File: config.mk
export PLATFORM = sky130hd
export DESIGN_NAME = if_fetch_unit
export DESIGN_NICKNAME = d
export VERILOG_FILES = /design/src/rtl/if_fetch_unit.sv
export SDC_FILE = /design/constraint.sdc
export NUM_CORES = 1
export LEC_CHECK = 0
export BUFFER_PORTS_ARGS = -buffer_cell sky130_fd_sc_hd__clkbuf_2
export CAP_MARGIN = 20
export CORE_MARGIN = 2
export CORE_UTILIZATION = 35
export CTS_CLUSTER_SIZE = 14
export DETAILED_ROUTE_END_ITERATION = 8
export GPL_TIMING_DRIVEN = 0
export PLACE_DENSITY = 0.53
export SLEW_MARGIN = 30
export SYNTH_ARGS = -nofsm -noshare
export SYNTH_HDL_FRONTEND = slang
export SYNTH_SLANG_ARGS = --single-unit
File: constraint.sdc
create_clock -name clk -period 8.7 [get_ports clk]
set_input_delay 1.74 -clock clk [delete_from_list [all_inputs] [get_ports clk]]
set_output_delay 1.74 -clock clk [all_outputs]
set_load 0.05 [all_outputs]
File: src/rtl/if_fetch_unit.sv
// if_fetch_unit: MIPS instruction fetch with IF/ID register, one outstanding request and a one-entry skid buffer
module if_fetch_unit #(
  parameter logic [31:0] RESET_PC = 32'h0040_0000
) (
  input  logic        clk,
  input  logic        rst_n,
  output logic        imem_req_valid,
  output logic [31:0] imem_req_addr,
  input  logic        imem_req_ready,
  input  logic        imem_resp_valid,
  input  logic [31:0] imem_resp_data,
  input  logic        Stall,
  input  logic [1:0]  PCSrc2,
  input  logic        Branch,
  input  logic        Zero,
  input  logic [31:0] JumpRegAddr,
  output logic [31:0] Instruction,
  output logic [31:0] InstrPC,
  output logic [31:0] PCPlus4,
  output logic        InstrValid,
  output logic [5:0]  OpCode,
  output logic [5:0]  Funct
);
  typedef enum logic [1:0] {S_FETCH, S_WAIT, S_HOLD} state_t;
  state_t      state_q, state_d;
  logic [31:0] fetch_pc_q, fetch_pc_d, req_pc_q, req_pc_d;
  logic [31:0] skid_data_q, skid_data_d, skid_pc_q, skid_pc_d;
  logic [31:0] instr_q, instr_d, ipc_q, ipc_d;
  logic        squash_q, squash_d, valid_q, valid_d;
  logic        consume, taken, accept, loadable;
  logic [31:0] pc_plus4, target;
  assign pc_plus4       = ipc_q + 32'd4;
  assign consume        = valid_q & ~Stall;
  assign taken          = consume & ((PCSrc2 != 2'b00) | (Branch & Zero));
  assign loadable       = ~valid_q | consume;
  assign imem_req_valid = rst_n & (state_q == S_FETCH);
  assign imem_req_addr  = fetch_pc_q;
  assign accept         = imem_req_valid & imem_req_ready;
  assign target = PCSrc2[1] ? JumpRegAddr :
                  PCSrc2[0] ? {pc_plus4[31:28], instr_q[25:0], 2'b00} :
                  pc_plus4 + {{14{instr_q[15]}}, instr_q[15:0], 2'b00};
  assign Instruction = instr_q;
  assign InstrPC     = ipc_q;
  assign PCPlus4     = pc_plus4;
  assign InstrValid  = valid_q;
  assign OpCode      = instr_q[31:26];
  assign Funct       = instr_q[5:0];
  always_comb begin
    state_d     = state_q;
    squash_d    = squash_q;
    fetch_pc_d  = taken ? target : accept ? fetch_pc_q + 32'd4 : fetch_pc_q;
    req_pc_d    = accept ? fetch_pc_q : req_pc_q;
    skid_data_d = skid_data_q;
    skid_pc_d   = skid_pc_q;
    instr_d     = instr_q;
    ipc_d       = ipc_q;
    valid_d     = valid_q & ~consume;
    case (state_q)
      S_FETCH: if (accept) begin
        state_d  = S_WAIT;
        squash_d = taken;
      end
      S_WAIT: if (imem_resp_valid) begin
        // a response arriving alongside a redirect is wrong-path and simply dropped
        state_d  = S_FETCH;
        squash_d = 1'b0;
        if (!squash_q && !taken) begin
          if (loadable) begin
            instr_d = imem_resp_data;
            ipc_d   = req_pc_q;
            valid_d = 1'b1;
          end else begin
            skid_data_d = imem_resp_data;
            skid_pc_d   = req_pc_q;
            state_d     = S_HOLD;
          end
        end
      end else if (taken) begin
        squash_d = 1'b1;
      end
      S_HOLD: if (taken) begin
        state_d = S_FETCH;
      end else if (loadable) begin
        instr_d = skid_data_q;
        ipc_d   = skid_pc_q;
        valid_d = 1'b1;
        state_d = S_FETCH;
      end
      default: state_d = S_FETCH;
    endcase
  end
  always_ff @(posedge clk or negedge rst_n) begin
    if (!rst_n) begin
      state_q     <= S_FETCH;
      squash_q    <= 1'b0;
      fetch_pc_q  <= RESET_PC;
      req_pc_q    <= '0;
      skid_data_q <= '0;
      skid_pc_q   <= '0;
      instr_q     <= '0;
      ipc_q       <= '0;
      valid_q     <= 1'b0;
    end else begin
      state_q     <= state_d;
      squash_q    <= squash_d;
      fetch_pc_q  <= fetch_pc_d;
      req_pc_q    <= req_pc_d;
      skid_data_q <= skid_data_d;
      skid_pc_q   <= skid_pc_d;
      instr_q     <= instr_d;
      ipc_q       <= ipc_d;
      valid_q     <= valid_d;
    end
  end
endmodule
## After elaboration in Yosys (flattened, before gate mapping)

Cells that the tools add are included.

| operators by class | value |
|---|---|
| add/sub/neg operators | 3 |
| equality and inequality tests | 10 |
| mux-type cells | 32 |
| bitwise gates (word level) | 12 |
| reductions and logical operators | 12 |

Operators by type and width:

| operator | count |
|---|---|
| two-way mux 32 bit | 14 |
| one-hot mux 32 bit (2 select lines) | 2 |
| adder 32 x 3 -> 32 bit (second input constant) | 2 |
| adder 32 bit | 1 |
| two-way mux 2 bit | 6 |
| != test 2 bit (second input constant) | 6 |
| nonzero test 2 bit | 4 |
| two-way mux 1 bit | 7 |
| bitwise AND 1 bit | 6 |
| != test 3 bit (second input constant) | 2 |
| one-hot mux 2 bit (3 select lines) | 1 |
| AND reduction 3 bit | 2 |
| AND reduction 6 bit | 1 |
| NOT 1 bit | 4 |
| one-hot mux 1 bit (2 select lines) | 2 |
| AND reduction 4 bit | 1 |
| == test 2 x 1 -> 1 bit (second input constant) | 1 |
| == test 2 bit (second input constant) | 1 |
| zero test 1 bit | 2 |
| zero test 2 bit | 1 |
| bitwise OR 1 bit | 2 |
| logical AND 1 bit | 1 |

| word-level totals | value |
|---|---|
| register bits after elaboration | 196 |
| bits of input ports | 73 |
| output and inout port bits | 142 |

## Logic depth before layout (Yosys ltp)

| logic depth | value |
|---|---|
| depth in word-level cells | 8 |
| gate-level depth with buffers | 16 |

## Least setup slack after synthesis

Ideal clock, no wire load.

| timing path | value |
|---|---|
| path type | flip-flop to flip-flop |
| start point | register ipc_q[2] (netlist: InstrPC[2]) |
| end point | register fetch_pc_q[31] (netlist: imem_req_addr[31]) |
| setup time | 0.131 ns |
| data arrival time | 4.457 ns |
| data required time | 8.569 ns |
| setup slack | 4.112 ns |
| cell stages (with the launch flop) | 16 |
| path buffers | 0 |
| path through | dfrtp_1 -> ha_1 -> nand2_1 -> nor3b_2 -> nand4_1 -> xnor2_1 -> ha_1 -> nand4_1 -> nor4_1 -> o21ai_1 -> nand2_2 -> a21oi_2 -> or4_4 -> and4_4 -> nor4b_1 -> nor3b_1 |

| between the ends | value |
|---|---|
| cells in the longest elaborated chain, start to end | 5 |

RTL lines:

| element | RTL line | RTL |
|---|---|---|
| start: declaration | 28 | `logic [31:0] instr_q, instr_d, ipc_q, ipc_d;` |
| start signal: assignment | 111 | `ipc_q <= ipc_d;` |
| adder 32 x 3 -> 32 bit | 32 | `assign pc_plus4 = ipc_q + 32'd4;` |
| named net PCPlus4[14] | 19 | `output logic [31:0] PCPlus4,` |
| adder 32 bit | 41 | `pc_plus4 + {{14{instr_q[15]}}, instr_q[15:0], 2'b00};` |
| two-way mux 32 bit | 40 | `PCSrc2[0] ? {pc_plus4[31:28], instr_q[25:0], 2'b00} :` |
| two-way mux 32 bit | 39 | `assign target = PCSrc2[1] ? JumpRegAddr :` |
| two-way mux 32 bit | 51 | `fetch_pc_d = taken ? target : accept ? fetch_pc_q + 32'd4 : fetch_pc_q;` |
| end signal: assignment | 106 | `fetch_pc_q <= fetch_pc_d;` |
| end: declaration | 26 | `logic [31:0] fetch_pc_q, fetch_pc_d, req_pc_q, req_pc_d;` |

The timed path passes the listed nets, and every way through them passes these cells.
A chain may end at the register's enable or synchronous reset.

## Final worst setup path

| timing path | value |
|---|---|
| start point | register ipc_q[11] (netlist: InstrPC[11]) |
| end point | output PCPlus4[25] |

| between the ends | value |
|---|---|
| cells in the longest elaborated chain, start to end | 1 |

RTL lines:

| element | RTL line |
|---|---|
| adder 32 x 3 -> 32 bit | 32 |
| end: declaration | 19 |

Every way passes these cells.

==> impl_metrics.ini <==
[global_routing]
grt_usage_pct = 22.9
grt-ovfl-total = 0
grt_max_degree = 76
antenna_found_initial = 0
grt_pass1_wl_um = 56700
grt_pass1_vias = 9308

[logic_synthesis]
synth-seq-cells = 196
postSynthAreaPerCell_um2 = 9.60
synth_top_area_share_pct = 44.1
synth_top_family_by_area = simple AND/OR/NAND/NOR gates
yosys_warnings = 0
synth-seq-area-share_pct = 44.4
synthAdderAreaFrac_pct = 4.37
synth_most_common_cell = nand2_1
syn_area_mm2 = 0.0111
yosysTopAreaCell = dfrtp_1
synth_edf_count = 0
synthMuxAreaShare_pct = 12.6
synthesis.nets = 1263
synth_ff_type = dfrtp_1
yosysUniqueCellTypes = 65
yosys.area_share.simple_pct = 15.8
synth_area_leaders = dfrtp_1, nand2_1, mux2_2, mux2i_1, o21ai_0
postSynth.asyncResetShare_pct = 100
synth_compound_area_share_pct = 13.3
yosys-top-cells-count = nand2_1, dfrtp_1, o21ai_0
synthXorXnorAreaFrac_pct = 6.32
syn_inst = 1152

[critical_path]
critPathRequiredTime_ns = 6.96
cpMostUsedCell = and4_1
critPathSlowestCell = dfrtp_1
worstPathCellList = and4_1 -> and4_1 -> nand4_2 -> nor2_1 -> nand4_1 -> xnor2_1 -> clkbuf_2
r2r_start = InstrPC[2]
r2r_slack_ns = 4.09
path_class = reg2out
critPathArrivalTime_ns = 3.21
start_kind = flip-flop
r2r_end = imem_req_addr[31]
cp-end-kind = output pin
reg2regPathDepth = 15
crit_buf_inv = 1
critical_path.top_delay_family = simple AND/OR/NAND/NOR gates
crit_fanout = 7
cpPeakStageDelay_ns = 0.48

[floorplanning]
io_pins = 215
core_mm2 = 0.0313
start_util_pct = 35.3
die_h_um = 182
die_area_mm2 = 0.0330
dieWidth_um = 182
rows = 65

[place]
io_buffers = 213
dp.final_hpwl_um = 29300
placedCellCount = 1770
place_congestion = 0.929
pre_cts_ws_ns = 3.80

[timing]
skew_ns = 0.0156
finalCritPeriodShare_pct = 56.9
slew_headroom_pct = 36.7
fin_ws_ns = 3.75
rsz0062_at_grt = false
drv_slew = 0
fin_crit_ns = 4.95
final-hold-violation-count = 0
setup_tns_ns = 0
setup_viol = 0
worst_slew_pin_slew_ns = 0.949
fmax_mhz = 202

[worst_hold_path]
min_to = req_pc_q[28]
hold_depth = 2
hold_start = req_pc_q[28]
min_path_type = reg2reg

[routing]
top_layer_used = met4
viasPerCell = 5.32
vias = 9583
dr.first_iter.drc_count = 601
met2WireLength_um = 17200
wl_per_cell_um = 20.9
dr.pass1.iters = 5
wl_met3_um = 2350
drc = 0
wl_met1_um = 17200
detail-route-antenna-nets = 0
drt_wl_total_um = 37700

[final_layout]
final_layout_size_suffix_gt1_share_pct = 24.6
layout.nets = 1498
antenna_cells = 0
area_delta_synth_final_pct = 20.3
layoutNonFillerInstCount = 1802

[cts]
clk-insertion-delay-late_ns = 0.45
cts_buffer_depth = 2
cts_tree = done
cts_buffers = 17
cts_setup_buffers = 0
post_cts_resized = 0
clk_pin_slew_ns = 0.08
cts-root-buf = clkbuf_16
cts_hold_buffers = 0
h-tree-depth = 4
clock_sinks = 196

[power_and_ir_drop]
ir_worst_vdd_mv = 0.265
power_density_mw_per_mm2 = 422
leakage_nw = 6.31

[flow_run]
cap_violations = 0

[outcome]
status = completed
through the flow:
step,power [mW],hold WS [ns],util [%],cell area [um2]
after global routing,5.95,0.520,42.5,13300
after detailed placement,4.81,0.481,40.6,12700
after CTS,5.64,0.503,42.5,13300
final,5.62,0.500,42.5,13300
after global placement,4.77,0.477,40.3,12600
after floorplan,3.89,0.462,-,11100
kinds of logic (layout without fill, tap and decap cells):
logic type	count (synthesis)	count (layout)
AOI/OAI and AO/OA	239	239
muxes	131	131
xor gates and xnor gates	79	79
DFF	196	196
buffers and inverters	82	330
and+or+nand+nor	387	387
adders and majority gates	38	38
layout by cell type (no fill, tap or decap), types with 15 or more instances in the layout:
cell type | Yosys | final
o21ai_0 | 104 | 104
o211ai_1 | 15 | 15
a21oi_1 | 40 | 40
nand2_1 | 221 | 221
a211oi_1 | 15 | 15
and3_1 | 18 | 18
xor2_1 | 30 | 30
a21o_1 | 19 | 19
dfrtp_1 | 195 | 195
xnor2_1 | 48 | 48
nand3_1 | 25 | 25
mux2_2 | 64 | 64
nor2_1 | 52 | 52
buf_4 | 14 | 15
clkbuf_16 | 0 | 17
clkbuf_1 | 44 | 44
clkbuf_2 | 0 | 212
nand4_1 | 18 | 18
mux2i_1 | 67 | 67
ha_1 | 37 | 37
registers in the layout, summed over array words and instances (netlist names):
register and flops:
InstrValid 1, state_q 2, imem_req_addr 32, req_pc_q 32, squash_q 1, skid_pc_q 32
Instruction 32, skid_data_q 32, InstrPC 32
area by class of cell:
type | instances | area, um2
Clock inverter | 13 | 151
Buffer | 71 | 320
Timing Repair Buffer | 216 | 1140
Sequential cell | 196 | 4910
Tap cell | 402 | 503
Clock buffer | 19 | 453
Fill cell | 3147 | 18000
Inverter | 11 | 41.3
Multi-Input combinational cell | 874 | 5800
where the power goes:
part	leakage (nW)	total [mW]	switching [mW]	internal [mW]
Combinational	3.48	3.03	2.13	0.898
Clock	0.296	0.821	0.417	0.404
Sequential	2.54	1.77	0.494	1.28
worst reg2reg max path: cells and delay by family (launching register included):
family / cells / cell delay [ns]
AND/OR/NAND/NOR: 8 / 2.36
adder cells (fa/ha/maj): 2 / 0.60
XOR/XNOR: 1 / 0.47
flip-flops: 1 / 0.42
AO/OA/AOI/OAI: 4 / 0.64
metal layers:
metal  vias to the layer above  GRT usage, %
met5                         -             0
li1                       4535             -
met1                      4710          31.5
met2                       299          36.4
met4                         0          6.41
met3                        39          4.81
worst max-delay path by stage:
| stage | startpoint | to | slack [ns] | depth (start not counted) |
|---|---|---|---|---|
| floorplan | InstrPC[2] | imem_req_addr[31] | 4.11 | 15 |
| global placement | rst_n | imem_req_valid | 0.53 | 3 |
| detailed placement | rst_n | imem_req_valid | 3.80 | 4 |
| CTS | InstrPC[11] | PCPlus4[25] | 3.75 | 7 |
| global route | InstrPC[11] | PCPlus4[29] | 3.58 | 7 |
| finish | InstrPC[11] | PCPlus4[25] | 3.75 | 7 |
Power figures use the tool's default switching activity.
